File: src/rtl/mux_acc_pkg.sv
// Shared types and constants for the mux/accumulate/adder tile.
package mux_acc_pkg;

    typedef enum logic [1:0] {
        MODE_ADD = 2'b00,
        MODE_ACC = 2'b01,
        MODE_SUB = 2'b10,
        MODE_XOR = 2'b11
    } mode_e;

    localparam int unsigned WIDTH_MIN = 2;
    localparam int unsigned WIDTH_MAX = 16;

endpackage

File: src/rtl/mux_acc_adder_if.sv
// Request/result bundle between the tile pins and the mux_acc_adder datapath.
interface mux_acc_adder_if #(
    parameter int unsigned WIDTH = 4
) ();
    import mux_acc_pkg::*;

    logic             in_valid;
    logic             sel;
    logic [WIDTH-1:0] a0;
    logic [WIDTH-1:0] a1;
    logic [WIDTH-1:0] b0;
    logic [WIDTH-1:0] b1;
    logic             cin;
    mode_e            mode;
    logic             acc_clr;

    logic [WIDTH-1:0] q_a;
    logic [WIDTH-1:0] q_b;
    logic             q_par;
    logic             out_valid;
    logic [WIDTH-1:0] sum;
    logic             cout;
    logic             ovf;

    modport master (
        output in_valid, sel, a0, a1, b0, b1, cin, mode, acc_clr,
        input  q_a, q_b, q_par, out_valid, sum, cout, ovf
    );

    modport slave (
        input  in_valid, sel, a0, a1, b0, b1, cin, mode, acc_clr,
        output q_a, q_b, q_par, out_valid, sum, cout, ovf
    );

endinterface

File: src/rtl/rca_adder.sv
// Ripple-carry adder built from full-adder cells; exposes the MSB carry-in for overflow.
module rca_adder #(
    parameter int unsigned WIDTH = 4
) (
    input  logic [WIDTH-1:0] a,
    input  logic [WIDTH-1:0] b,
    input  logic             cin,
    output logic [WIDTH-1:0] sum,
    output logic             cout,
    output logic             msb_cin
);

    logic [WIDTH:0] carry;

    assign carry[0] = cin;

    for (genvar i = 0; i < WIDTH; i++) begin : gen_fa
        assign sum[i]     = a[i] ^ b[i] ^ carry[i];
        assign carry[i+1] = (a[i] & b[i]) | (carry[i] & (a[i] ^ b[i]));
    end

    assign cout    = carry[WIDTH];
    assign msb_cin = carry[WIDTH-1];

endmodule

File: src/rtl/mux_acc_adder.sv
// Two-stage operand-select / ADD-ACC-SUB-XOR pipeline with a running accumulator.
module mux_acc_adder
    import mux_acc_pkg::*;
#(
    parameter int unsigned WIDTH = 4
) (
    input  logic            clk,
    input  logic            rst,
    mux_acc_adder_if.slave  bus
);

    logic [WIDTH-1:0] q_a_q, q_b_q, acc_q, sum_q;
    logic [WIDTH-1:0] sum_d, base, op1, op2, add_sum;
    logic             s1_valid_q, s1_cin_q, s1_clr_q;
    logic             out_valid_q, cout_q, ovf_q;
    logic             cout_d, ovf_d, add_ci, add_cout, add_msb_cin;
    mode_e            s1_mode_q;

    always_ff @(posedge clk) begin
        if (rst) begin
            s1_valid_q <= 1'b0;
            q_a_q      <= '0;
            q_b_q      <= '0;
            s1_mode_q  <= MODE_ADD;
            s1_cin_q   <= 1'b0;
            s1_clr_q   <= 1'b0;
        end else begin
            s1_valid_q <= bus.in_valid;
            if (bus.in_valid) begin
                q_a_q     <= bus.sel ? bus.a1 : bus.a0;
                q_b_q     <= bus.sel ? bus.b1 : bus.b0;
                s1_mode_q <= bus.mode;
                s1_cin_q  <= bus.cin;
                s1_clr_q  <= bus.acc_clr;
            end
        end
    end

    // One adder serves ADD/ACC/SUB; mode only steers operand-2 and carry-in.
    always_comb begin
        base   = s1_clr_q ? '0 : acc_q;
        op1    = q_a_q;
        op2    = q_b_q;
        add_ci = s1_cin_q;
        unique case (s1_mode_q)
            MODE_ADD: ;
            MODE_ACC: begin
                op1 = base;
                op2 = q_a_q;
            end
            MODE_SUB: begin
                op2    = ~q_b_q;
                add_ci = 1'b1;
            end
            MODE_XOR: ;
        endcase
    end

    rca_adder #(
        .WIDTH (WIDTH)
    ) u_rca (
        .a       (op1),
        .b       (op2),
        .cin     (add_ci),
        .sum     (add_sum),
        .cout    (add_cout),
        .msb_cin (add_msb_cin)
    );

    always_comb begin
        sum_d  = add_sum;
        cout_d = add_cout;
        ovf_d  = add_cout ^ add_msb_cin;
        if (s1_mode_q == MODE_XOR) begin
            sum_d  = q_a_q ^ q_b_q;
            cout_d = 1'b0;
            ovf_d  = 1'b0;
        end
    end

    always_ff @(posedge clk) begin
        if (rst) begin
            out_valid_q <= 1'b0;
            sum_q       <= '0;
            cout_q      <= 1'b0;
            ovf_q       <= 1'b0;
            acc_q       <= '0;
        end else begin
            out_valid_q <= s1_valid_q;
            if (s1_valid_q) begin
                sum_q  <= sum_d;
                cout_q <= cout_d;
                ovf_q  <= ovf_d;
                if (s1_mode_q == MODE_ACC) begin
                    acc_q <= add_sum;
                end else if (s1_clr_q) begin
                    acc_q <= '0;
                end
            end
        end
    end

    assign bus.q_a       = q_a_q;
    assign bus.q_b       = q_b_q;
    assign bus.q_par     = ^{q_a_q, q_b_q};
    assign bus.out_valid = out_valid_q;
    assign bus.sum       = sum_q;
    assign bus.cout      = cout_q;
    assign bus.ovf       = ovf_q;

endmodule

File: src/flat_wrapper.sv
// flat-port wrapper written by rule: the top's interface ports become plain ports
module mux_acc_adder_flat import mux_acc_pkg::*;
#(
    parameter int unsigned WIDTH = 4
)
  (clk, rst, bus_in_valid, bus_sel, bus_a0, bus_a1, bus_b0, bus_b1, bus_cin, bus_mode, bus_acc_clr, bus_q_a, bus_q_b, bus_q_par, bus_out_valid, bus_sum, bus_cout, bus_ovf);
  mux_acc_adder_if #(.WIDTH(WIDTH)) bus_i ();
  input  logic clk;
  input  logic rst;
  input wire logic [$bits(bus_i.in_valid)-1:0] bus_in_valid;
  input wire logic [$bits(bus_i.sel)-1:0] bus_sel;
  input wire logic [$bits(bus_i.a0)-1:0] bus_a0;
  input wire logic [$bits(bus_i.a1)-1:0] bus_a1;
  input wire logic [$bits(bus_i.b0)-1:0] bus_b0;
  input wire logic [$bits(bus_i.b1)-1:0] bus_b1;
  input wire logic [$bits(bus_i.cin)-1:0] bus_cin;
  input wire logic [$bits(bus_i.mode)-1:0] bus_mode;
  input wire logic [$bits(bus_i.acc_clr)-1:0] bus_acc_clr;
  output wire logic [$bits(bus_i.q_a)-1:0] bus_q_a;
  output wire logic [$bits(bus_i.q_b)-1:0] bus_q_b;
  output wire logic [$bits(bus_i.q_par)-1:0] bus_q_par;
  output wire logic [$bits(bus_i.out_valid)-1:0] bus_out_valid;
  output wire logic [$bits(bus_i.sum)-1:0] bus_sum;
  output wire logic [$bits(bus_i.cout)-1:0] bus_cout;
  output wire logic [$bits(bus_i.ovf)-1:0] bus_ovf;
  assign bus_i.in_valid = bus_in_valid;
  assign bus_i.sel = bus_sel;
  assign bus_i.a0 = bus_a0;
  assign bus_i.a1 = bus_a1;
  assign bus_i.b0 = bus_b0;
  assign bus_i.b1 = bus_b1;
  assign bus_i.cin = bus_cin;
  assign bus_i.mode = bus_mode;
  assign bus_i.acc_clr = bus_acc_clr;
  assign bus_q_a = bus_i.q_a;
  assign bus_q_b = bus_i.q_b;
  assign bus_q_par = bus_i.q_par;
  assign bus_out_valid = bus_i.out_valid;
  assign bus_sum = bus_i.sum;
  assign bus_cout = bus_i.cout;
  assign bus_ovf = bus_i.ovf;
  mux_acc_adder #(.WIDTH(WIDTH)) u_core (.clk(clk), .rst(rst), .bus(bus_i));
endmodule
File: config.mk
export PLATFORM = sky130hd
export DESIGN_NAME = mux_acc_adder_flat
export DESIGN_NICKNAME = d
export VERILOG_FILES = /design/src/rtl/mux_acc_pkg.sv /design/src/rtl/mux_acc_adder_if.sv /design/src/rtl/rca_adder.sv /design/src/rtl/mux_acc_adder.sv /design/src/flat_wrapper.sv
export SDC_FILE = /design/constraint.sdc
export NUM_CORES = 1
export LEC_CHECK = 0
export BUFFER_PORTS_ARGS = -buffer_cell sky130_fd_sc_hd__buf_2
export CAP_MARGIN = 25
export CORE_UTILIZATION = 52
export CTS_BUF_LIST = sky130_fd_sc_hd__clkbuf_2
export CTS_CLUSTER_SIZE = 14
export DETAILED_ROUTE_END_ITERATION = 8
export GPL_TIMING_DRIVEN = 0
export PLACE_DENSITY_LB_ADDON = 0.3
export SYNTH_ARGS = -nofsm -noshare
export SYNTH_HDL_FRONTEND = slang
export SYNTH_SLANG_ARGS = --single-unit
File: constraint.sdc
create_clock -name clk -period 3.42 [get_ports clk]
set_input_delay 0.513 -clock clk [delete_from_list [all_inputs] [get_ports clk]]
set_output_delay 0.513 -clock clk [all_outputs]
set_load 0.01 [all_outputs]
==> metrics.txt, run 1 <==
dpl hpwl=2.31 mm; Synth area leaders=dfxtp_1 (37%), mux2i_1 (11%), fa_1 (6.2%); dominant cell type by area after synthesis=dfxtp_1; port bufs=38; std cell rows=17; per-cell routed wire length=14.3 um; Synth Flop Type=dfxtp_1; most frequent cell after synthesis=dfxtp_1; Slew HR=67.9%; grt ovf=0; syn_nets=171; Area growth, synth to finish=21.3%; highest routed layer=met4; Post-synth EDFFs=0; Die H=51.9 um; routability cong.=0.893; Fin Setup TNS=0 ns; Clock Latency Late Sink=0.36 ns; initial antenna violation count=0; TritonCTS clock tree=done; Root Buffer=clkbuf_2; Initial DRT Pass Iterations=4; CTS resizes=0; Hold Path Stages=2; beginning of the worst hold path=rst; vias in the first global route=1149; Vias=1159; fraction of layout instances using a drive strength above 1=27.6%; DR WL met3=129 um; Bufs and invs on worst path=3; FF-to-FF path depth=12; clk sinks=24; cts hold-fix bufs=0; Multi-input gate area=732 um2; unrepaired setup endpoints after global routing=no; M1 WL=1.28 mm; Die W=51.9 um; Nets=213; Max Slew Vio Count=0; dpl ws=0.135 ns; register area=484 um2; # Post-CTS Setup Buffers=0; reg2reg start=u_core.s1_mode_q[1]; critical path endpoint category=flip-flop; min Tclk post-route=3.28 ns; Cells after Synth=140; IR drop worst, VDD=0.349 mV; startpoint class of the critical path=flip-flop; crit-path max FO=10; ys async rst share=0%; clk_skew=0.0102 ns; CP most frequent cell=fa_1; FMAX=305 MHz; register area share after synthesis=37.2%; Synth Warn #=0; Post-Syn Area per Cell=9.23 um2; Post-Syn Area=0.00129 mm2; PwrDens=440 mW/mm2; Vias/cell=5.55; Synth top area share=37.2%; Min-Delay Endpoint=u_core.s1_valid_q; All-Layer GR Usage=24.6%; CP max stage cell=fa_1; first-pass GRT wire length=4.91 mm; Leak=0.727 nW; # DRC=0; max-cap violations=0; initial drt markers=35; run status=completed; Setup WS post-layout=0.144 ns; antenna cells=0; DRT antenna net count=0; critical path, cell by cell=inv_1 > ha_2 > clkbuf_4 > mux2i_1 > fa_1 > inv_1 > fa_1 > fa_1 > fa_1 > o21ai_0 > a21o_1 > a21oi_1; core outline area=0.00228 mm2; CP max stage delay=0.52 ns; # H-tree levels=1; HP Class=input port to flip-flop; Clock Tree Buf Depth=2; I/O pin count=40; DRT Wirelength=3.00 mm; clk slew on worst S/H paths=0.24 ns; CP Data Required Time=3.74 ns; die area=0.00269 mm2; CTS buffer count=3; largest net degree at the start of global routing=15; ratio of final minimum period to clock period=95.8%; met2 WL=1.54 mm; CP delay by family, top=adder cells; Least-Margin Pin Slew=0.477 ns; Initial Utilization=56.8%; fillers=187; r2r setup slk=0.14 ns; most frequent cells after synthesis=dfxtp_1 (24), nor2_1 (18), mux2i_1 (14); RR Endpoint=u_core.bus.sum[3]; Arr. time, crit path=3.60 ns; library cells used by synthesis=23; final hold violation count=0; WS Path Type=flip-flop to flip-flop; final setup fails=0; Seq cells post-synth=24
## worst register-to-register path, delay by kind of cell (launching register included)
family	cells	cell delay [ns]
muxes	1	0.27
adders and majority gates	5	1.83
DFF	1	0.40
buffers and inverters	3	0.36
AOI/OAI and AO/OA	3	0.37
## registers in the layout, indices dropped and copies added (netlist names)
| signal | cells |
|---|---|
| u_core.bus.out_valid | 1 |
| u_core.acc_q | 4 |
| u_core.s1_valid_q | 1 |
| u_core.bus.sum | 4 |
| u_core.bus.cout | 1 |
| u_core.s1_mode_q | 2 |
| u_core.s1_cin_q | 1 |
| u_core.s1_clr_q | 1 |
| u_core.bus.q_b | 4 |
| u_core.bus.q_a | 4 |
| u_core.bus.ovf | 1 |
## how the worst max path moves through the flow
stage / start / to / slack (ns) / cells after the start
final: u_core.s1_mode_q[1] / u_core.bus.sum[3] / 0.14 / 12
after floorplan: u_core.s1_mode_q[0] / u_core.bus.sum[3] / 0.37 / 13
after CTS: u_core.s1_mode_q[0] / u_core.bus.sum[3] / 0.09 / 13
after global routing: u_core.s1_mode_q[1] / u_core.bus.sum[3] / 0.009 / 12
after global placement: u_core.s1_mode_q[0] / u_core.bus.sum[3] / 0.24 / 13
after detailed placement: u_core.s1_mode_q[0] / u_core.bus.sum[3] / 0.13 / 13
## kinds of logic after synthesis
logic type               synth area share (%)
AO/OA/AOI/OAI                            17.5
AND/OR/NAND/NOR                          12.7
flip-flops                               37.2
buffers and inverters                    6.39
multiplexers                             11.7
XOR/XNOR                                 5.42
adder cells (fa/ha/maj)                  9.10
## placed cells by master, fill, tap and decap left out, types with 3 or more instances in the layout
cell type and n:
a211oi_1 8, a21o_1 3, a21oi_1 8, a221oi_1 4, a32oi_1 3, buf_2 40
clkbuf_2 3, dfxtp_1 23, fa_1 4, inv_1 11, mux2i_1 14, nand2b_1 5
nand3b_1 4, nor2_1 18, nor2b_1 5, o21ai_0 6, xnor2_1 6
## area by class of cell
class	count	area share, %
timing repair buffer	38	12.1
buffer	7	2.55
tap	28	2.23
multi-input combinational	97	46.7
inverter	11	2.63
sequential	24	30.9
clock inverter	1	1.92
clock buffer	3	0.958
## through the flow
step	cells	cell area, um2	hold WS, ns	util (%)	power (mW)
floorplan	140	1290	0.427	-	0.440
global placement	206	1520	0.441	66.7	0.490
detailed placement	206	1520	0.462	66.7	0.499
CTS	210	1560	0.346	68.7	0.686
global route	209	1570	0.346	68.9	0.722
finish	209	1570	0.338	68.9	0.690
## where the power goes
group / internal (mW) / total (mW) / switching, mW
Combinational: 0.0874 / 0.181 / 0.0932
Clock: 0.101 / 0.194 / 0.0932
Sequential: 0.298 / 0.315 / 0.0170
## routing by layer
metal | GRT usage, % | vias up
met2 | 45.1 | 43
li1 | - | 570
met3 | 3.22 | 10
met4 | 7.21 | 0
met1 | 29.4 | 536
met5 | 0 | -
Power figures use the tool's default switching activity.
==> run 2: changes to the inputs <==
ABC_AREA = 1   (was default)
CORE_UTILIZATION = 53   (was 52)
==> metrics.txt, run 2 <==
dominant cell type by area after synthesis=dfxtp_1; Fin Setup TNS=0 ns (unchanged); CTS resizes=0 (unchanged); fraction of layout instances using a drive strength above 1=20.6% (-7.1 points); most frequent cells in the layout=nand2_1 (55), a21oi_1 (43), buf_2 (39); TritonCTS clock tree=done; die area=0.00287 mm2 (+6.8%); syn_nets=238 (+39%); vias in the first global route=1339 (+17%); Bufs and invs on worst path=4 (+1); clk_skew=0.0148 ns (+0.00460 ns); commonest non-fill, non-tap cell in the layout=nand2_1; DRT Wirelength=3.41 mm (+14%); Final Util=67.1% (-1.8 points); final hold violation count=0 (unchanged); CP Data Required Time=3.73 ns (about the same); std cell rows=18 (+1); Die H=53.6 um (+3.3%); cts hold-fix bufs=0 (unchanged); clk sinks=24 (unchanged); startpoint class of the critical path=flip-flop; Post-Syn Area per Cell=6.81 um2 (-26%); first-pass GRT wire length=5.67 mm (+16%); Area growth, synth to finish=19.0%; Nets=280 (+31%); PwrDens=413 mW/mm2 (-6.0%); Initial DRT Pass Iterations=4 (unchanged); Slew HR=79.5% (+12 points); crit-path max FO=10 (unchanged); WS Path Type=flip-flop to flip-flop; IR drop worst, VDD=0.306 mV (-12%); unrepaired setup endpoints after global routing=no; Max Slew Vio Count=0 (unchanged); Tot Pwr=0.693 mW (+0.55%); critical path endpoint category=flip-flop; HP Class=input port to flip-flop; ratio of final minimum period to clock period=90.6% (-5.2 points); Initial Utilization=56.4% (-0.38 points); initial antenna violation count=0 (unchanged); Synth area leaders=dfxtp_1 (34%), a21oi_1 (15%), nand2_1 (15%); Leak=0.840 nW (+15%); Synth Warn #=0 (unchanged); ys async rst share=0% (unchanged); max-cap violations=0 (unchanged); CP most frequent cell=fa_1; Synth top area share=34.1% (-3.1 points); Clock Tree Buf Depth=2 (unchanged); # DRC=0 (unchanged); FMAX=323 MHz (+5.7%); routability cong.=0.814 (-8.8%); dpl cells=274 (+33%); final setup fails=0 (unchanged); library cells used by synthesis=19 (-17%); port bufs=37 (-2.6%); antenna cells=0 (unchanged); most frequent cells after synthesis=nand2_1 (55), a21oi_1 (43), o21ai_0 (28); per-cell routed wire length=12.3 um (-15%); CP max stage cell=fa_1; Seq cells post-synth=24 (unchanged); register area share after synthesis=34.1% (-3.1 points); Layout Cells excl Fill=278 (+33%); most frequent cell after synthesis=nand2_1; Post-Syn Area=0.00141 mm2 (+9.1%); core outline area=0.00250 mm2 (+9.8%); # H-tree levels=1 (unchanged); WHS=0.343 ns (+0.00530 ns); Synth Flop Type=dfxtp_1; Least-Margin Pin Slew=0.307 ns (-0.169 ns); CP max stage delay=0.43 ns (-0.09 ns); Die W=53.6 um (+3.3%); Clock Latency Late Sink=0.35 ns (about the same); Arr. time, crit path=3.41 ns (-0.19 ns); Vias/cell=5.53 (-0.24%); largest net degree at the start of global routing=15 (unchanged); grt ovf=0 (unchanged); critical path, cell by cell=inv_1 > ha_1 > clkbuf_2 > buf_4 > a31oi_1 > fa_1 > inv_1 > fa_1 > fa_1 > fa_1 > xor2_1 > nand2_1 > a21oi_1; # Post-CTS Setup Buffers=0 (unchanged); Post-synth EDFFs=0 (unchanged); clk slew on worst S/H paths=0.23 ns (about the same); min Tclk post-route=3.10 ns (-0.176 ns); initial drt markers=40 (+14%); CP delay by family, top=adder cells; run status=completed; I/O pin count=40 (unchanged); CTS buffer count=3 (unchanged); Vias=1538 (+33%); DRT antenna net count=0 (unchanged); Cells after Synth=207 (+48%); Root Buffer=clkbuf_2; dpl hpwl=2.64 mm (+14%); All-Layer GR Usage=27.2% (+2.6 points)
## run 2: changes by cell type after synthesis, moves of 7 or more
cell	change
nand2_1	+54
a21oi_1	+35
o21ai_0	+22
mux2i_1	-14
nor2_1	-9
a211oi_1	-8
nand3_1	+7
## run 2: layout make-up
| class | instances | area, um2 |
|---|---|---|
| Buffer | 8 | 61.3 |
| Clock buffer | 3 | 15.0 |
| Clock inverter | 1 | 30.0 |
| Fill cell | 239 | 822 |
| Inverter | 20 | 75.1 |
| Multi-Input combinational cell | 155 | 793 |
| Sequential cell | 24 | 480 |
| Tap cell | 30 | 37.5 |
| Timing Repair Buffer | 37 | 185 |
## run 2: worst paths after layout
path	endpoint	cells after the start	from	slack (ns)
setup / recovery	u_core.bus.ovf	13	u_core.s1_mode_q[1]	0.32
hold / removal	u_core.s1_valid_q	2	rst	0.34
setup reg to reg	u_core.bus.ovf	13	u_core.s1_mode_q[1]	0.32
hold reg to reg	u_core.bus.ovf	2	u_core.bus.ovf	0.48
## run 2: metrics by stage
| stage | instance area (um2) | worst slack [ns] |
|---|---|---|
| finish | 1680 | 0.320 |
| global route | 1680 | 0.169 |
| CTS | 1680 | 0.301 |
| detailed placement | 1630 | 0.346 |
| global placement | 1630 | 0.398 |
| floorplan | 1410 | 0.557 |
## run 2: routing by layer
metal,GRT usage (%),part of all wire (%),vias up
li1,-,-,771
met2,46.5,47,44
met4,6.58,0.73,0
met5,0,0,-
met3,3.39,5.0,5
met1,36.3,47,718
## run 2: worst register-to-register path: cells and delay by family (launching register included)
kind                       cells  cell delay [ns]
and+or+nand+nor                1             0.07
DFF                            1             0.41
AOI/OAI and AO/OA              2             0.34
xor gates and xnor gates       1             0.17
adders and majority gates      5             1.62
buffers and inverters          4             0.46
## run 2: kinds of logic (layout without fill, tap and decap cells)
logic type	after synthesis	count (layout)	synth area share [%]
AOI/OAI and AO/OA	76	76	27.8
DFF	24	24	34.1
adders and majority gates	7	7	8.34
and+or+nand+nor	71	71	19.5
buffers and inverters	28	69	9.67
xor gates and xnor gates	1	1	0.621
## run 2: where the power goes
group          switching [mW]  internal (mW)
clock                  0.0861          0.101
combinational           0.109         0.0772
sequential             0.0206          0.300
